**src/rtl/spi_pkg.sv**
```systemverilog
// Shared types and widths for the single-byte SPI master.
package spi_pkg;

  localparam int DATA_W    = 8;
  localparam int BIT_CNT_W = $clog2(DATA_W + 1);

  typedef enum logic {
    IDLE = 1'b0,
    XFER = 1'b1
  } state_e;

endpackage

```
**src/rtl/spi_clk_div.sv**
```systemverilog
// sclk generator: toggles sclk every CLK_DIV clk cycles while enabled and
// flags the clk cycle on which each sclk edge is produced.
module spi_clk_div #(
  parameter int CLK_DIV = 4
) (
  input  logic clk,
  input  logic rst_n,
  input  logic en,
  output logic sclk,
  output logic rise_stb,
  output logic fall_stb
);

  localparam int CNT_W = (CLK_DIV > 1) ? $clog2(CLK_DIV) : 1;
  localparam logic [CNT_W-1:0] CNT_MAX = CNT_W'(CLK_DIV - 1);

  logic [CNT_W-1:0] div_cnt_q;
  logic             sclk_q;
  logic             term;

  // Strobes are combinational so the master acts on the same posedge that
  // moves sclk, keeping mosi/rx updates aligned with the pin edge.
  assign term     = en && (div_cnt_q == CNT_MAX);
  assign rise_stb = term && !sclk_q;
  assign fall_stb = term && sclk_q;
  assign sclk     = sclk_q;

  always_ff @(posedge clk) begin
    if (!rst_n) begin
      div_cnt_q <= '0;
      sclk_q    <= 1'b0;
    end else if (!en) begin
      div_cnt_q <= '0;
      sclk_q    <= 1'b0;
    end else if (term) begin
      div_cnt_q <= '0;
      sclk_q    <= ~sclk_q;
    end else begin
      div_cnt_q <= div_cnt_q + CNT_W'(1);
    end
  end

endmodule

```
**src/rtl/spi_master.sv**
```systemverilog
// Single-byte SPI master, mode 0. Define SPI_LSB_FIRST_EN to shift LSB first
// on both mosi and miso; the default build shifts MSB first.
module spi_master
  import spi_pkg::*;
#(
  parameter int CLK_DIV = 4
) (
  input  logic              clk,
  input  logic              rst_n,
  input  logic              start,
  input  logic [DATA_W-1:0] tx_data,
  output logic [DATA_W-1:0] rx_data,
  output logic              busy,
  output logic              done,
  output logic              sclk,
  output logic              mosi,
  input  logic              miso,
  output logic              cs_n,
  output logic              state
);

  state_e                 state_q;
  logic [DATA_W-1:0]      tx_sr_q;
  logic [DATA_W-1:0]      rx_sr_q;
  logic [DATA_W-1:0]      rx_data_q;
  logic [BIT_CNT_W-1:0]   bit_cnt_q;
  logic                   mosi_q;
  logic                   cs_n_q;
  logic                   busy_q;
  logic                   done_q;

  logic                   rise_stb;
  logic                   fall_stb;
  logic                   first_bit_d;
  logic                   next_bit_d;
  logic [DATA_W-1:0]      tx_shift_d;
  logic [DATA_W-1:0]      rx_shift_d;

  spi_clk_div #(
    .CLK_DIV (CLK_DIV)
  ) u_clk_div (
    .clk      (clk),
    .rst_n    (rst_n),
    .en       (state_q == XFER),
    .sclk     (sclk),
    .rise_stb (rise_stb),
    .fall_stb (fall_stb)
  );

`ifdef SPI_LSB_FIRST_EN
  assign first_bit_d = tx_data[0];
  assign tx_shift_d  = {1'b0, tx_sr_q[DATA_W-1:1]};
  assign rx_shift_d  = {miso, rx_sr_q[DATA_W-1:1]};
  assign next_bit_d  = tx_shift_d[0];
`else
  assign first_bit_d = tx_data[DATA_W-1];
  assign tx_shift_d  = {tx_sr_q[DATA_W-2:0], 1'b0};
  assign rx_shift_d  = {rx_sr_q[DATA_W-2:0], miso};
  assign next_bit_d  = tx_shift_d[DATA_W-1];
`endif

  always_ff @(posedge clk) begin
    if (!rst_n) begin
      state_q   <= IDLE;
      tx_sr_q   <= '0;
      rx_sr_q   <= '0;
      rx_data_q <= '0;
      bit_cnt_q <= '0;
      mosi_q    <= 1'b0;
      cs_n_q    <= 1'b1;
      busy_q    <= 1'b0;
      done_q    <= 1'b0;
    end else begin
      done_q <= 1'b0;
      case (state_q)
        IDLE: begin
          if (start) begin
            state_q   <= XFER;
            tx_sr_q   <= tx_data;
            rx_sr_q   <= '0;
            bit_cnt_q <= '0;
            mosi_q    <= first_bit_d;
            cs_n_q    <= 1'b0;
            busy_q    <= 1'b1;
          end
        end
        XFER: begin
          if (rise_stb) begin
            rx_sr_q   <= rx_shift_d;
            bit_cnt_q <= bit_cnt_q + BIT_CNT_W'(1);
          end
          // The falling edge after the last sampled bit closes the frame.
          if (fall_stb) begin
            if (bit_cnt_q < BIT_CNT_W'(DATA_W)) begin
              tx_sr_q <= tx_shift_d;
              mosi_q  <= next_bit_d;
            end else begin
              state_q   <= IDLE;
              cs_n_q    <= 1'b1;
              busy_q    <= 1'b0;
              done_q    <= 1'b1;
              rx_data_q <= rx_sr_q;
              mosi_q    <= 1'b0;
            end
          end
        end
        default: state_q <= IDLE;
      endcase
    end
  end

  assign rx_data = rx_data_q;
  assign busy    = busy_q;
  assign done    = done_q;
  assign mosi    = mosi_q;
  assign cs_n    = cs_n_q;
  assign state   = state_q;

endmodule

```
**config.mk**
```make
export PLATFORM = sky130hd
export DESIGN_NAME = spi_master
export DESIGN_NICKNAME = d
export VERILOG_FILES = /design/src/rtl/spi_pkg.sv /design/src/rtl/spi_clk_div.sv /design/src/rtl/spi_master.sv
export SDC_FILE = /design/constraint.sdc
export NUM_CORES = 1
export LEC_CHECK = 0
export ABC_AREA = 1
export ABC_CLOCK_PERIOD_IN_PS = 1300
export CELL_PAD_IN_SITES_DETAIL_PLACEMENT = 1
export CELL_PAD_IN_SITES_GLOBAL_PLACEMENT = 2
export CORE_AREA = 2 2 78 80
export CTS_CLUSTER_SIZE = 24
export DETAILED_ROUTE_END_ITERATION = 7
export DIE_AREA = 0 0 80 82
export GPL_TIMING_DRIVEN = 0
export PLACE_DENSITY_LB_ADDON = 0.12
export REMOVE_ABC_BUFFERS = 1
export SETUP_SLACK_MARGIN = 0.5
export SYNTH_ARGS = -nofsm -noshare
export SYNTH_HDL_FRONTEND = slang
export SYNTH_SLANG_ARGS = --single-unit
```
**constraint.sdc**
```tcl
create_clock -name clk -period 1.3 [get_ports clk]
set_clock_uncertainty 0.15 [all_clocks]
set_input_delay 0.325 -clock clk [delete_from_list [all_inputs] [get_ports clk]]
set_output_delay 0.325 -clock clk [all_outputs]
set_load 0.05 [all_outputs]
```
Word level (Yosys, flattened, before mapping)
Cells that the tools add are included.

word-level totals
  word-level logic and storage cells = 63
  input port bits = 12
  register bits = 35
  output and inout port bits = 14

cells by class
  order comparisons = 1
  reductions and logical operators = 12
  mux-type cells = 27
  add/subtract/negate cells = 2
  equality and inequality tests = 6
  bitwise operators = 4

operators by type and width
  cell                                                                      number
  7-bit two-way mux                                                         3
  8-bit two-way mux                                                         2
  8-bit case mux with 2 select lines                                        1
  7-bit case mux with 2 select lines                                        1
  1-bit two-way mux                                                         13
  3-bit AND reduction                                                       4
  4-bit two-way mux                                                         2
  1-bit case mux with 2 select lines                                        4
  4-bit case mux with 2 select lines                                        1
  2-bit by 1-bit inequality test with 1-bit output (second input constant)  3
  2-bit AND reduction                                                       3
  4-bit by 1-bit adder with 4-bit output (second input constant)            1
  4-bit < comparator (second input constant)                                1
  2-bit inequality test (second input constant)                             2
  1-bit inverter                                                            4
  1-bit logical AND                                                         3
  3-bit OR reduction                                                        1
  2-bit by 1-bit adder with 2-bit output (second input constant)            1
  2-bit equality test (second input constant)                               1
  1-bit logical NOT                                                         1

Logic depth before layout (Yosys ltp)
  word-level depth = 5
  mapped depth = 8
  gate-level depth less buffers = 6

Modules after synthesis
From an unflattened synthesis, not the netlist that was laid out.

unflattened totals
  cell total of the unflattened synthesis = 195
  area total of the unflattened synthesis = 1455.1 µm²

by module, submodules not included
  module       sequential area each (µm²)  area an instance (µm²)  cells an instance  times used
  spi_master   640.6                       1323.8                  178                1
  spi_clk_div  60.1                        131.4                   17                 1

Least setup slack after synthesis
OpenSTA, ideal clock, no wires.

  path kind = flip-flop to flip-flop
  start point = reg state_q (netlist: state)
  end point = reg rx_data_q[2] (netlist: rx_data[2])
  period minus slack after synthesis = 1622 ps
  stages on the path, launching flop included = 7
  data required time = 1035 ps
  library setup time = 115 ps
  data arrival time = 1357 ps
  buffers on the path = 1
  slack = -322 ps
  cells stage by stage = dfxtp_1 > buf_6 > nand4_1 > nand2_1 > inv_1 > nand2_1 > nand2_1

between the ends
  cells in the longest elaborated chain, start to end = 3

ends and longest elaborated chain
  item                               line               source
  from (decl)                        spi_master.sv:22   state_e state_q;
  from (signal assigned)             spi_master.sv:64   state_q <= IDLE;
  from (signal assigned)             spi_master.sv:78   state_q <= XFER;
  from (signal assigned)             spi_master.sv:98   state_q <= IDLE;
  1-bit logical AND                  spi_clk_div.sv:23  assign term = en && (div_cnt_q == CNT_MAX);
  1-bit logical AND                  spi_clk_div.sv:25  assign fall_stb = term && sclk_q;
  3-bit AND reduction (no line) (*)  -
  to (signal assigned)               spi_master.sv:102  rx_data_q <= rx_sr_q;
  to (decl)                          spi_master.sv:25   logic [DATA_W-1:0] rx_data_q;

Every way passes the cells marked *; elsewhere a longest branch is shown, timed or not.
A chain may end at the register's enable or synchronous reset.

Worst setup path after layout
  start point = reg state_q (netlist: state)
  end point = out state

RTL lines
  item       line              source
  to (decl)  spi_master.sv:19  output logic state

No word-level cell between the ends.

==> results.sh <==
export IMPL_yosysTopAreaCellShare_pct=48.0
export IMPL_synth_cell_type_count=21
export IMPL_antenna_cells=0
export IMPL_initial_core_util_pct=25.4
export IMPL_cts_buffers=5
export IMPL_min_to="u_clk_div.div_cnt_q[0]"
export IMPL_clkLatencyLatePin_ns=0.29
export IMPL_min_path_type="reg -> reg"
export IMPL_core_um2=5750
export IMPL_cp_top_family="flip-flops"
export IMPL_violations="setup timing"
export IMPL_grt_max_degree=21
export IMPL_synth_seq_cells=35
export IMPL_r2r_slack_ns=-0.06
export IMPL_drcViolationCount=0
export IMPL_cp_end_kind="primary output"
export IMPL_vias=1363
export IMPL_port_buffers=25
export IMPL_antenna_found_initial=0
export IMPL_dr_pass1_iters=6
export IMPL_fin_nets=248
export IMPL_ir_drop_uv=363
export IMPL_tightest_slew_ns=0.285
export IMPL_grt_pass1_wl_um=6490
export IMPL_setup_viol=19
export IMPL_dp_hpwl_um=2610
export IMPL_grt_remaining_overflow=0
export IMPL_hold_start="u_clk_div.div_cnt_q[0]"
export IMPL_ctsHoldBuffers=0
export IMPL_fmaxAchievable_mhz=728
export IMPL_synthCells=196
export IMPL_clock_sinks=35
export IMPL_place_congestion=0.691
export IMPL_cts_tree="done"
export IMPL_post_route_worst_setup_slack_ns=-0.0731
export IMPL_min_period_ns=1.37
export IMPL_ys_seq_area_share_pct=48.0
export IMPL_p_leak_nw=0.923
export IMPL_cts_buffer_depth=2
export IMPL_slew_violations=0
export IMPL_final_core_util_pct=37.5
export IMPL_status="finished with violations"
export IMPL_antenna_left=0
export IMPL_synth_most_common_cell="nand2_1"
export IMPL_clockRootBuffer="clkbuf_8"
export IMPL_clkSlewWorstSetupHoldPaths_ns=0.08
export IMPL_fillCellCount=710
export IMPL_yosys_top_cells_area="dfxtp_1, nand2_1, nor2_1"
export IMPL_crit_slowest_cell="dfxtp_4"
export IMPL_htreeDepth=2
export IMPL_syn_area_per_cell_um2=7.44
export IMPL_wl_per_cell_um=13.0
export IMPL_area_delta_synth_final_pct=47.6
export IMPL_r2r_end="rx_data[4]"
export IMPL_fin_cells=310
export IMPL_dieArea_um2=6560
export IMPL_rr_startpoint="u_clk_div.div_cnt_q[0]"
export IMPL_synth_edf_count=0
export IMPL_yosysTopAreaCell="dfxtp_1"
export IMPL_fin_crit_sh_pct=106
export IMPL_rr_worst_depth=5
export IMPL_track_usage_pct=13.1
export IMPL_design_area_um2=2150
export IMPL_via_per_inst=4.40
export IMPL_critical_path_class="reg -> out"
export IMPL_slew_headroom_pct=81.0
export IMPL_fp_dieW_um=80
export IMPL_synth_commonest_cells="nand2_1, nor2_1, dfxtp_1"
export IMPL_synthArstFlopShare_pct=0
export IMPL_drtIter0Drc=20
export IMPL_min_path_cells=1
export IMPL_crit_arrival_ns=0.90
export IMPL_place_inst=290
export IMPL_cp_max_fo=8
export IMPL_crit_chain="buf_8"
export IMPL_fin_setup_tns_ns=-0.588
export IMPL_routed_wirelength_um=4020
export IMPL_worstPathRequired_ns=0.82
export IMPL_drv_cap=0
export IMPL_rsz0062_at_grt="yes"
export IMPL_finalHoldViolCount=0
export IMPL_p_per_area_nw_per_um2=1080
export IMPL_crit_buf_inv=1
export IMPL_place_area_um2=1750
export IMPL_drive_above_1_share_pct=33.6
export IMPL_crit_path_start_kind="flop"
export IMPL_synth_top_flop_cell="dfxtp_1"
export IMPL_ios=26
export IMPL_cpPeakStageDelay_ns=0.44
export IMPL_grt_pass1_vias=1428
export IMPL_std_cell_rows=28
export IMPL_dieHeight_um=82
export IMPL_syn_cell_area_um2=1460
export IMPL_yosysWarningCount=0
==> metrics by stage <==
| step | worst slack (ns) | power (W) | hold slack [ns] |
|---|---|---|---|
| global route | -0.113 | 0.00244 | 0.310 |
| finish | -0.0731 | 0.00232 | 0.293 |
| detailed placement | -1.05 | 0.00147 | 0.281 |
| floorplan | -0.604 | 0.00135 | 0.258 |
| CTS | -0.0720 | 0.00233 | 0.290 |
| global placement | -1.07 | 0.00146 | 0.269 |
==> flip-flops by register name (all words and copies together) (netlist names) <==
signal	count
cs_n	1
done	1
bit_cnt_q	4
rx_data	8
tx_sr_q	7
state	1
busy	1
mosi	1
u_clk_div.sclk	1
u_clk_div.div_cnt_q	2
rx_sr_q	8
==> power breakdown <==
group,switching (W),internal (W)
clock,0.000414,0.000373
sequential,0.0000355,0.00111
combinational,0.000211,0.000175
total,0.000661,0.00166
==> what timing repair did <==
action | 4_1_cts | 5_1_grt
endpoints found under the setup margin | 49 | 49
buffers inserted | 10 | 2
cloned | 0 | 0
pin swaps | 8 | 7
hold endpoints to repair | 0 | 0
resized for setup | 153 | 17
==> routing by layer <==
layer  share of wire [%]  global-route usage (%)  vias up
met1                  41                    13.1      641
met5                   0                       0        -
met2                  54                    25.3       21
met3                 3.3                    3.63        6
li1                    -                       -      695
met4                 1.4                    5.25        0
==> placed cells by master, fill, tap and decap left out, types with 2 or more instances in the layout <==
cell type	instances
nand2_1	43
nor2_1	33
dfxtp_1	19
inv_1	15
nand3_1	14
dfxtp_2	14
buf_8	14
a21oi_1	11
clkdlybuf4s50_1	9
a21oi_2	8
buf_4	8
clkbuf_8	5
nand2_4	4
nand2_2	3
inv_2	3
nor2_2	3
nor2_4	2
o21ai_0	2
o21ai_1	2
o22ai_1	2
clkinvlp_4	2
buf_12	2
buf_6	2
dfxtp_4	2
==> how the worst max path moves through the flow <==
stage,from,end,depth (start not counted),slack (ns)
6_report,state,state,1,-0.07
5_1_grt,u_clk_div.div_cnt_q[0],tx_sr_q[0],6,-0.11
4_1_cts,u_clk_div.div_cnt_q[0],rx_sr_q[3],6,-0.07
3_5_place_dp,rst_n,rx_data[6],5,-1.05
3_3_place_gp,rst_n,rx_data[7],5,-1.07
2_1_floorplan,state,bit_cnt_q[3],5,-0.60
==> layout make-up <==
type	count	area, um2	area share, %
clock buffers	5	68.8	3.20
clock inverters	3	20.0	0.930
inverters	19	73.8	3.43
multi-input cells	136	732	34.0
flip-flops and latches	35	726	33.7
well taps	75	93.8	4.36
repair buffers	37	439	20.4
==> cells by family (layout without fill, tap and decap cells) <==
group	Yosys count	in the layout	share of synthesized area, %
AND/OR/NAND/NOR	108	108	32.7
flip-flops	35	35	48.0
AO/OA/AOI/OAI	26	26	9.18
buffers and inverters	25	64	8.40
adder cells (fa/ha/maj)	2	2	1.71
(Power assumes the default switching activity.)
==> RTL edit: new RTL, config.mk and constraints unchanged <==
Add a define of `SPI_LSB_FIRST_EN`.
--- a/src/rtl/spi_master.sv
+++ b/src/rtl/spi_master.sv
@@ -1,5 +1,7 @@
 // Single-byte SPI master, mode 0. Define SPI_LSB_FIRST_EN to shift LSB first
 // on both mosi and miso; the default build shifts MSB first.
+`define SPI_LSB_FIRST_EN
+
 module spi_master
   import spi_pkg::*;
 #(
Check against the original RTL: not equivalent (Yosys sat finds a counterexample within 4 cycles, from zero or initial values and one cycle with rst_n low).
==> RTL edit against the unedited design <==
- the flow still finishes with violations (negative setup slack)
- power increased by 6.8%
- clock power rose by 24%
- register-to-register slack better by 20 ps
- combinational power decreased by 8.0%
- routed wire length down 6.1%
- die area unchanged
- setup slack improved by 9.0 ps
- sequential cell count stayed put
- maximum frequency is 0.66% higher
- final cell count stayed put
- final area is essentially flat
- area after synthesis down 0.26%
- non-clock buffer count did not move
==> RTL edit: results <==
group,metric,value,unit
route,route.detailed.vias_per_inst,4.24,
grt,grt_first_pass_wirelength,6670,um
route,post_drt_wl_per_cell,12.2,um
grt,grt_max_degree,17,
critical_path,crit_path_max_fanout,7,
place,io_buffer_count,25,
yosys,synth_xor_xnor_area_share,0,%
sta,report.final.setup_viol,14,
sta,final_critical_path_setup_slack,-64.1,ps
yosys,yosys-top-cells-count,"46 x sky130_fd_sc_hd__nand2_1, 35 x sky130_fd_sc_hd__dfxtp_1, 26 x sky130_fd_sc_hd__nor2_1",
place,dp_hpwl,2430,um
run_status,violations_in_the_final_reports,"negative setup slack",
worst_hold_path,worst_hold_path_type,"input pin to register",
run_status,status,"complete, but fails checks",
yosys,ys_seq_area_share,48.2,%
yosys,yosysUniqueCellTypes,22,
yosys,synth_top_cells_by_area,"sky130_fd_sc_hd__dfxtp_1 48%, sky130_fd_sc_hd__nand2_1 12%, sky130_fd_sc_hd__nor2_1 6.7%",
route,dr.first_iter.drc_count,22,
yosys,post_synth_fa_ha_maj_area_fraction,1.72,%
place,place.detailed.instances,289,
route,dr_total_vias,1313,
yosys,fraction_of_the_mapped_netlist_area_in_compound_gates,9.89,%
grt,groute.usage.overall,13.2,%
critical_path,critical_path.max_stage_delay,440,ps
grt,first_global_vias,1437,
cts,htreeDepth,2,
final_layout,num_antenna_cells,0,
yosys,syn_inst,194,
power,ir_drop,0.000479,V
cts,clock_insertion_delay_worst_skew,280,ps
place,gp_congestion,0.693,
power,cellLeakagePower,0.000925,uW
route,drt_pre_antenna_iters,4,
sta,worstMarginPinSlew,368,ps
## RTL edit: changes by cell type in the layout (fill, tap and decap cells not counted), moves of 6 or more
cell	unedited run	this run
sky130_fd_sc_hd__o21ai_1	2	12
sky130_fd_sc_hd__nor2_1	33	25
sky130_fd_sc_hd__inv_1	15	24
sky130_fd_sc_hd__a21oi_2	8	2
## RTL edit: report_power, final
group          internal (uW)  leakage, uW  total, uW  switching, uW
Combinational            162     0.000575        355            193
Clock                    571    0.0000581        975            404
Sequential              1110     0.000292       1150           35.9
## RTL edit: path summary, 6_finish.rpt
| path | from | end | slack, ps | cells past startpoint |
|---|---|---|---|---|
| hold reg to reg | rx_sr_q[0]$_SDFFE_PN0P_ | rx_data[0]$_SDFFE_PN0P_ | 310 | 2 |
| setup reg to reg | u_clk_div.div_cnt_q[0]$_SDFF_PP0_ | rx_data[0]$_SDFFE_PN0P_ | -40 | 7 |
| setup / recovery | state$_SDFF_PN0_ | state | -60 | 1 |
| hold / removal | rst_n | mosi$_SDFFE_PN0P_ | 290 | 3 |
## RTL edit: metrics by stage
step	power [uW]	TNS (ps)	setup slack, ps	hold WS (ps)	instance area [um2]
4_1_cts	2510	-361	-57.8	283	2090
3_5_place_dp	1450	-30540	-948	278	1760
5_1_grt	2640	-2180	-127	305	2150
6_report	2480	-299	-64.1	289	2150
2_1_floorplan	1340	-15990	-511	258	1420
3_3_place_gp	1440	-29000	-883	269	1760
## RTL edit: cells by family after synthesis
logic type / Yosys count
compound gates: 28
fa+ha+maj: 2
buf+inv: 31
flops: 35
simple gates: 98
## RTL edit: repair_timing
action                                  4_1_cts  5_1_grt
resized for setup                           158       11
pin swaps                                     3        4
endpoints found under the setup margin       49       49
buffers inserted                              9        3
cloned                                        1        0
## RTL edit: routing by layer
layer / up-vias / share of wire, % / wire length, um / GRT usage, %
li1: 682 / - / - / -
met1: 610 / 45 / 1680 / 15.3
met2: 19 / 51 / 1910 / 23.3
met3: 2 / 4.1 / 153 / 3.41
met4: 0 / 0.77 / 29 / 5.08
met5: - / 0 / 0 / 0
## RTL edit: cell type report
type	instances	area [um2]
fillers	709	3590
clock inverters	3	43.8
inverters	26	100
repair buffers	37	419
clock buffers	5	68.8
well taps	75	93.8
flip-flops and latches	35	726
multi-input cells	129	701
